[config.mk]
export PLATFORM = sky130hd
export DESIGN_NAME = pwm_multi
export DESIGN_NICKNAME = d
export VERILOG_FILES = /design/src/rtl/pwm_multi.sv
export SDC_FILE = /design/constraint.sdc
export NUM_CORES = 1
export LEC_CHECK = 0
export ABC_CLOCK_PERIOD_IN_PS = 3200
export BUFFER_PORTS_ARGS = -buffer_cell sky130_fd_sc_hd__buf_4
export CAP_MARGIN = 10
export CORE_MARGIN = 2
export CORE_UTILIZATION = 55
export CTS_CLUSTER_DIAMETER = 150
export DETAILED_ROUTE_END_ITERATION = 6
export PLACE_DENSITY = 0.84
export SETUP_SLACK_MARGIN = 0.05
export SYNTH_ARGS = -nofsm -noshare
export SYNTH_HDL_FRONTEND = slang
export SYNTH_SLANG_ARGS = --single-unit
[constraint.sdc]
create_clock -name clk -period 3.2 [get_ports clk]
set_input_delay 0.16 -clock clk [delete_from_list [all_inputs] [get_ports clk]]
set_output_delay 0.16 -clock clk [all_outputs]
set_load 0.05 [all_outputs]
[src/rtl/pwm_multi.sv]
// Multi-channel PWM with shadowed duty registers and period-boundary reload.
// Define PWM_CENTER_ALIGN_EN to compile in the center-aligned (up/down) mode.
module pwm_multi #(
  parameter int WIDTH = 8,
  parameter int CHANNELS = 4,
  localparam int CHW = (CHANNELS > 1) ? $clog2(CHANNELS) : 1
) (
  input  logic                clk,
  input  logic                rst,
  input  logic                en,
  input  logic                center,
  input  logic [WIDTH-1:0]    period,
  input  logic                duty_wr,
  input  logic [CHW-1:0]      duty_ch,
  input  logic [WIDTH-1:0]    duty_data,
  output logic [CHANNELS-1:0] pwm_out,
  output logic                period_start
);

  logic [WIDTH-1:0] cnt;
  logic [WIDTH-1:0] cnt_nxt;
  logic [WIDTH-1:0] pa;
  logic [WIDTH-1:0] shadow [CHANNELS];
  logic [WIDTH-1:0] active [CHANNELS];
  logic             bnd;
  logic             wr_ok;

  assign wr_ok = duty_wr && (32'(duty_ch) < CHANNELS);

`ifdef PWM_CENTER_ALIGN_EN
  logic dir_up;
  logic dir_nxt;
  logic mode_c;

  always_comb begin
    cnt_nxt = cnt + WIDTH'(1);
    dir_nxt = dir_up;
    if (mode_c) begin
      if (!dir_up) begin
        cnt_nxt = cnt - WIDTH'(1);
      end else if (cnt >= pa) begin
        // turn around at the top; Pa=0 just parks at zero
        cnt_nxt = (cnt == '0) ? '0 : cnt - WIDTH'(1);
        dir_nxt = 1'b0;
      end
    end else if (cnt >= pa) begin
      cnt_nxt = '0;
    end
    bnd = (cnt_nxt == '0);
  end

  always_ff @(posedge clk) begin
    if (!rst) begin
      dir_up <= 1'b1;
      mode_c <= 1'b0;
    end else if (en) begin
      dir_up <= bnd ? 1'b1 : dir_nxt;
      if (bnd) mode_c <= center;
    end
  end
`else
  logic unused_center;
  assign unused_center = center;

  always_comb begin
    cnt_nxt = cnt + WIDTH'(1);
    if (cnt >= pa) cnt_nxt = '0;
    bnd = (cnt_nxt == '0);
  end
`endif

  always_ff @(posedge clk) begin
    if (!rst) begin
      cnt          <= '0;
      pa           <= '0;
      pwm_out      <= '0;
      period_start <= 1'b0;
      for (int i = 0; i < CHANNELS; i++) begin
        shadow[i] <= '0;
        active[i] <= '0;
      end
    end else begin
      if (wr_ok) shadow[duty_ch] <= duty_data;
      if (!en) begin
        pwm_out      <= '0;
        period_start <= 1'b0;
      end else begin
        cnt          <= cnt_nxt;
        period_start <= bnd;
        for (int i = 0; i < CHANNELS; i++)
          pwm_out[i] <= (cnt < active[i]);
        if (bnd) begin
          pa <= period;
          // a write landing on the boundary bypasses the shadow
          for (int i = 0; i < CHANNELS; i++)
            active[i] <= (wr_ok && 32'(duty_ch) == i) ? duty_data
                                                     : shadow[i];
        end
      end
    end
  end

endmodule

==> run metrics, run 1 <==
CTS Sinks 85; Mapped Area 4592 sq um; Final Setup Violations 0; Logic pwr share ~34%; Layout Cells excl Fill 561; GRT Total Usage around 21%; crit path max fanout 32; full die area 9095 sq um; largest net degree at the start of global routing 64; Hold Vio Cnt, Final 0; worst min path class input pin to flip-flop; Peak VDD IR 0.4042 mV; Net Count, Synth 493; buffers plus inverters on the worst setup path 3; Flop pwr share about 45%; Worst path slowest cell dfxtp_1; most frequent cells in the layout nand2_1, edfxtp_1, inv_1; Top Ports 28; number of synthesized flops with an enable pin 64; Max-cap violations 0; # nets final roughly 510; Seq/Total Area, Yosys ~51%; DRT Pass-1 Iters 5; number of diodes 0; wire length per cell between 15 and 20 um; initial antenna violation count 0; Clock Path Buffers 2; Post-DP HPWL just over 6000 um; vias post-DR between 3000 and 4000; first-pass GRT wire length 14770 um; Worst-Margin Slew approximately 870 ps; Syn Inst Count 433; WL met1 a little under 4000 um; DR vias/cell 5.647; Setup WS pre-CTS 350.2 ps; number of global-route vias before repair roughly 3100; relative slew slack a little over two fifths; Synth Warn # 0; die width 95.37 um; htree depth 3; internal power 0.002420 W; DRC Markers 0; most common cell after layout, fill and taps aside nand2_1; CTS root buffer clkbuf_8; status finished, final reports clean; Max Slew Vio Count 0; clock transition at the registers of the reported paths roughly 100 ps; metal2 WL around 4500 um; crit-path leading delay family compound AO/OA/AOI/OAI gates; critical path arrival roughly 3000 ps; Area Overhead vs Synth 9.619%; clock share of power 20.6%; worst setup path class flip-flop to flip-flop; Critical Path RT 3280 ps; max incr delay on CP around 530 ps; Final Wtd Congestion 0.7686; height of the die ~95 um; Net Sw Power roughly 0.0013 W; Post-CTS Hold Buffers 0; hold_ws approximately 38 ps; final setup margin between 200 and 300 ps; Rows 33; CTS buffer count 9; fraction of layout cells with a size suffix above 1 16.01%; Final min period 2910 ps; switching part of the total power 35.51%; Skew-Pair Late Insertion Delay roughly 360 ps; CTS tree built; power per standard cell area roughly 750 nW/um^2; core box area between 8000 and 9000 sq um; RSZ-0062 raised after global routing no; worst-path cell chain inv_1, ha_1, nand2b_1, a2111oi_2, o31ai_1, a32oi_4, buf_4, nand2_1, buf_4; CP Launch Type flip-flop; Syn Area/Cell approximately 11 sq um; starting density of the core a little under three fifths; asr flop ratio synth 0%; max frequency around 0.34 GHz; PostCTS Resize Cnt 0; drt total wl between 8000 and 9000 um; CP endpoint kind flip-flop; Period Utilization, post-route around nine tenths; Pleak approximately 2.1 nW; Final ANT Viol Nets 0; IO Port Bufs 26; grt total ovfl 0; Top Layer Used met4; Setup Total Neg Slack 0 ps; Seq cells post-synth 85; post-synthesis cell type count 46; # Post-CTS Setup Buffers 0; ys flop type edfxtp_1; Final Power about 0.0038 W; drt initial violations about 210; Clock Skew approximately 15 ps; Detail Route met3 WL 382 um; cell count after placement 545; crit-path most repeated cell buf_4
==> sequential cells by signal, summed over array words and instances, names as in the netlist <==
name and cells:
shadow 32, pa 8, cnt 8, period_start 1
active 32, pwm_out 4
==> power by group through the flow <==
stage	registers [W]	logic (W)	clock network, W
3_5_place_dp	0.00171	0.00129	0
2_1_floorplan	0.00175	0.000961	0
3_3_place_gp	0.00170	0.00123	0
4_1_cts	0.00169	0.00130	0.000777
6_report	0.00169	0.00129	0.000774
5_1_grt	0.00172	0.00146	0.000826
==> worst register-to-register path: cells and delay by family (launching register included) <==
family,cells,cell delay (ps)
AO/OA/AOI/OAI,3,900
buffers and inverters,3,650
flip-flops,1,530
adder cells (fa/ha/maj),1,300
AND/OR/NAND/NOR,2,220
==> per-stage QoR <==
| step | cell area (sq um) | utilization [%] |
|---|---|---|
| floorplan | 4592 | - |
| global placement | 4836 | 59.45 |
| detailed placement | 4836 | 59.45 |
| CTS | 5034 | 61.88 |
| global route | 5034 | 61.88 |
| finish | 5034 | 61.88 |
==> area by class of cell <==
class | instances | area [sq um]
Inverter | 38 | 142.6
Multi-Input combinational cell | 287 | 1994
Clock inverter | 7 | 73.82
Tap cell | 105 | 131.4
Clock buffer | 9 | 123.9
Sequential cell | 85 | 2342
Fill cell | 605 | 3100
Timing Repair Buffer | 30 | 225.2
==> routing by layer <==
| layer | vias up | track usage [%] |
|---|---|---|
| li1 | 1577 | - |
| met1 | 1503 | 28.56 |
| met2 | 75 | 34.57 |
| met3 | 13 | 4.743 |
| met4 | 0 | 7.976 |
| met5 | - | 0 |
==> cells by family (layout without fill, tap and decap cells) <==
kind of cell	Yosys count	in the layout	share of synthesized area, %
flops	85	85	51.01
xor+xnor	4	4	0.7631
buf+inv	61	84	5.668
mux	9	9	1.962
fa+ha+maj	37	37	10.08
compound gates	77	77	12.62
simple gates	160	160	17.90
==> path summary, 6_finish.rpt <==
path,start,endpoint,slack [ps],cells after the start
max reg2reg,cnt[0]$_SDFFE_PN0P_,active[2][6]$_SDFFCE_PN0P_,290,9
max,cnt[0]$_SDFFE_PN0P_,active[2][6]$_SDFFCE_PN0P_,290,9
min,period[6],pa[6]$_SDFFE_PN0P_,40,3
min reg2reg,pa[7]$_SDFFE_PN0P_,pa[7]$_SDFFE_PN0P_,470,2
==> Yosys cell counts, types with 2 or more instances <==
cell type | number | share of area [%]
a211oi_1 | 4 | 0.65
xnor2_1 | 2 | 0.38
nor2_1 | 11 | 0.90
nor3_1 | 3 | 0.33
inv_1 | 38 | 3.1
a21oi_1 | 6 | 0.65
edfxtp_1 | 64 | 42
and3_1 | 34 | 4.6
nand3_1 | 11 | 1.2
or4_1 | 4 | 0.65
clkbuf_1 | 16 | 1.3
o311ai_0 | 4 | 0.76
and3b_1 | 2 | 0.38
buf_6 | 4 | 0.98
dfxtp_1 | 21 | 9.2
a21oi_2 | 20 | 3.8
and2_1 | 2 | 0.27
xor2_1 | 2 | 0.38
ha_1 | 37 | 10
nand2b_1 | 6 | 0.82
mux2i_1 | 9 | 2.0
a21o_1 | 9 | 1.5
buf_1 | 2 | 0.16
nor2b_1 | 2 | 0.27
a21boi_0 | 5 | 0.82
nand2_1 | 69 | 5.6
nor3b_1 | 2 | 0.33
nor4_1 | 5 | 0.68
o21a_1 | 4 | 0.65
nand3b_1 | 2 | 0.33
o21ai_0 | 18 | 2.0
Note: power is estimated with default switching activity, not from simulation.
==> run 2: changes to the inputs <==
- ABC_AREA: not set -> 1
==> run 2 against run 1 <==
- final area rose by 6.7%
- final cell count up 12%
- wire length is 2.4% higher
- combinational power fell by 42%
- area after synthesis increased by 6.0%
- worst hold slack lost 22 ps
- utilization rose by 0.29 points
- power down 20%
- via count increased by 2.1%
- critical path depth increased by 6
- clock skew down 3.2 ps
- register-to-register slack gained 150 ps
==> run metrics, run 2 <==
status finished, final reports clean; DRT Pass-1 Iters 4; relative slew slack 27.21%; post-synthesis cell type count 31; Mapped Area ~4900 sq um; GRT Total Usage between 20% and 30%; CP endpoint kind flip-flop; die width roughly 98 um; XOR/XNOR Fraction of Synth Area 0.5396%; mux share of post-synthesis cell area 7.194%; Max Slew Vio Count 0; drt initial violations between 90 and 100; Peak VDD IR between 0.2 and 0.3 mV; Post-Synth Simple-Gate Area ~20%; Final Wtd Congestion 0.9434; height of the die 98.10 um; DR vias/cell roughly 5.2; largest net degree at the start of global routing 34; CTS root buffer clkbuf_8; Final ANT Viol Nets 0; DRC Markers 0; Final Setup Violations 0; count leader, synth inv_1; Commonest cells post-synth inv_1, edfxtp_1, nand2_1, nor2_1, ha_1; worst setup path class flip-flop to flip-flop; core box area roughly 8600 sq um; Top Ports 28; RSZ-0062 raised after global routing no; number of global-route vias before repair ~3300; PostCTS Resize Cnt 0; critical path arrival between 2000 and 3000 ps; Seq/Total Area, Yosys between 40% and 50%; vias post-DR 3233; hold depth 3; most common cell after layout, fill and taps aside inv_1; initial antenna violation count 0; IO Port Bufs 26; worst r2r src cnt[0]$_SDFFE_PN0P_; Skew-Pair Late Insertion Delay 360 ps; Synth Warn # 0; Post-DP HPWL between 6000 and 7000 um; full die area around 9600 sq um; largest family of logic cells by synthesized area simple AND/OR/NAND/NOR gates; htree depth 3; max frequency about 0.36 GHz; most area-consuming cells after synthesis edfxtp_1, ha_1, dfxtp_1; wire length per cell 14.47 um; flop2flop setup slack ~440 ps; R2R Path End active[2][4]$_SDFFCE_PN0P_; most frequent cells in the layout inv_1, edfxtp_1, nand2_1; CTS buffer count 9; power per standard cell area 561.8 nW/um^2; first-pass GRT wire length 15280 um; # Post-CTS Setup Buffers 0; clock transition at the registers of the reported paths 90 ps; Setup WS pre-CTS between 400 and 500 ps; CTS tree built; ys flop type edfxtp_1; Critical Path RT 3230 ps; post-route cell area ~5400 sq um; CP Launch Type flip-flop; top flop regs active (32), shadow (32); Clock Path Buffers 2; Setup Total Neg Slack 0 ps; number of synthesized flops with an enable pin 64; Max-cap violations 0; drt total wl approximately 9000 um; Hold Vio Cnt, Final 0; Area Overhead vs Synth 10.25%; Net Count, Synth 540; post-placement cell area around 5100 sq um; grt total ovfl 0; post-synthesis adder-cell area fraction a little under a tenth; number of diodes 0; Final min period roughly 2800 ps; Worst-Margin Slew 1080 ps; final setup margin between 400 and 500 ps; asr flop ratio synth 0%; Syn Inst Count 480; starting density of the core between 50% and 60%; worst min path class input pin to flip-flop; Period Utilization, post-route 86.37%; post-synthesis compound-gate area fraction 5.987%; Clock Skew 11.43 ps; Rows 34; fraction of layout cells with a size suffix above 1 21.43%; crit path max fanout 32; Syn Area/Cell between 10 and 15 sq um; fillers roughly 700; hold_ws between 15 and 20 ps; post-synth top area share slightly below 40%; hold path startpoint period[0]; WHS Endpoint pa[0]$_SDFFE_PN0P_; Pleak roughly 2.4 nW; Post-CTS Hold Buffers 0; Reg2Reg Depth 15; area leader, netlist edfxtp_1; # nets final 573; Seq cells post-synth 85; CTS Sinks 85
run 2: through the flow:
step	util (%)	total power (W)	cells
floorplan	-	0.002021	480
global placement	59.61	0.002139	610
detailed placement	59.61	0.002179	610
CTS	62.17	0.003033	626
global route	62.17	0.003183	626
finish	62.17	0.003016	626
run 2: layout make-up:
cell class,instances,area [sq um],share of cell area [%]
Clock buffer,10,127.6,2.377
Clock inverter,6,93.84,1.748
Inverter,95,356.6,6.642
Multi-Input combinational cell,293,2096,39.04
Sequential cell,85,2342,43.63
Tap cell,108,135.1,2.517
Timing Repair Buffer,29,217.7,4.055
run 2: how the worst max path moves through the flow:
stage                        start                    endpoint  slack, ps
2_1_floorplan  cnt[0]$_SDFFE_PN0P_  active[0][0]$_SDFFCE_PN0P_        500
3_3_place_gp   cnt[0]$_SDFFE_PN0P_  active[2][2]$_SDFFCE_PN0P_        550
3_5_place_dp   cnt[0]$_SDFFE_PN0P_  active[2][4]$_SDFFCE_PN0P_        420
4_1_cts        cnt[0]$_SDFFE_PN0P_  active[0][6]$_SDFFCE_PN0P_        400
5_1_grt        cnt[0]$_SDFFE_PN0P_  active[0][6]$_SDFFCE_PN0P_        150
6_report       cnt[0]$_SDFFE_PN0P_  active[2][4]$_SDFFCE_PN0P_        440
run 2: logic make-up (layout without fill, tap and decap cells):
logic type,after synthesis,in the layout
DFF,85,85
and+or+nand+nor,170,170
AOI/OAI and AO/OA,51,51
xor gates and xnor gates,3,3
adders and majority gates,37,37
muxes,32,32
buffers and inverters,102,140
run 2: metal layers:
layer | vias to the layer above | GRT usage, % | routed length (um)
li1 | 1645 | - | -
met1 | 1466 | 23.90 | 3836
met2 | 94 | 34.77 | 4468
met3 | 28 | 3.150 | 405
met4 | 0 | 11.22 | 347
met5 | - | 0 | 0
run 2: worst max-delay path: stages (launching register included):
cell and delay, ps:
dfxtp_1 380, inv_1 150, ha_1 330, inv_1 40
nand2_1 50, nand2_1 50, nand2_1 50, nand2_1 40
nand2_1 60, nand2_2 90, nand2_1 130, nor2_1 50
nor2_1 140, nand3_1 310, nand2_1 150, buf_4 370
run 2: power by group:
part	leakage (nW)	internal, W	total, W	switching [W]
registers	0.826	0.00135	0.00141	0.0000552
logic	1.48	0.000260	0.000744	0.000484
clock network	0.107	0.000447	0.000864	0.000417
total	2.41	0.00206	0.00302	0.000956
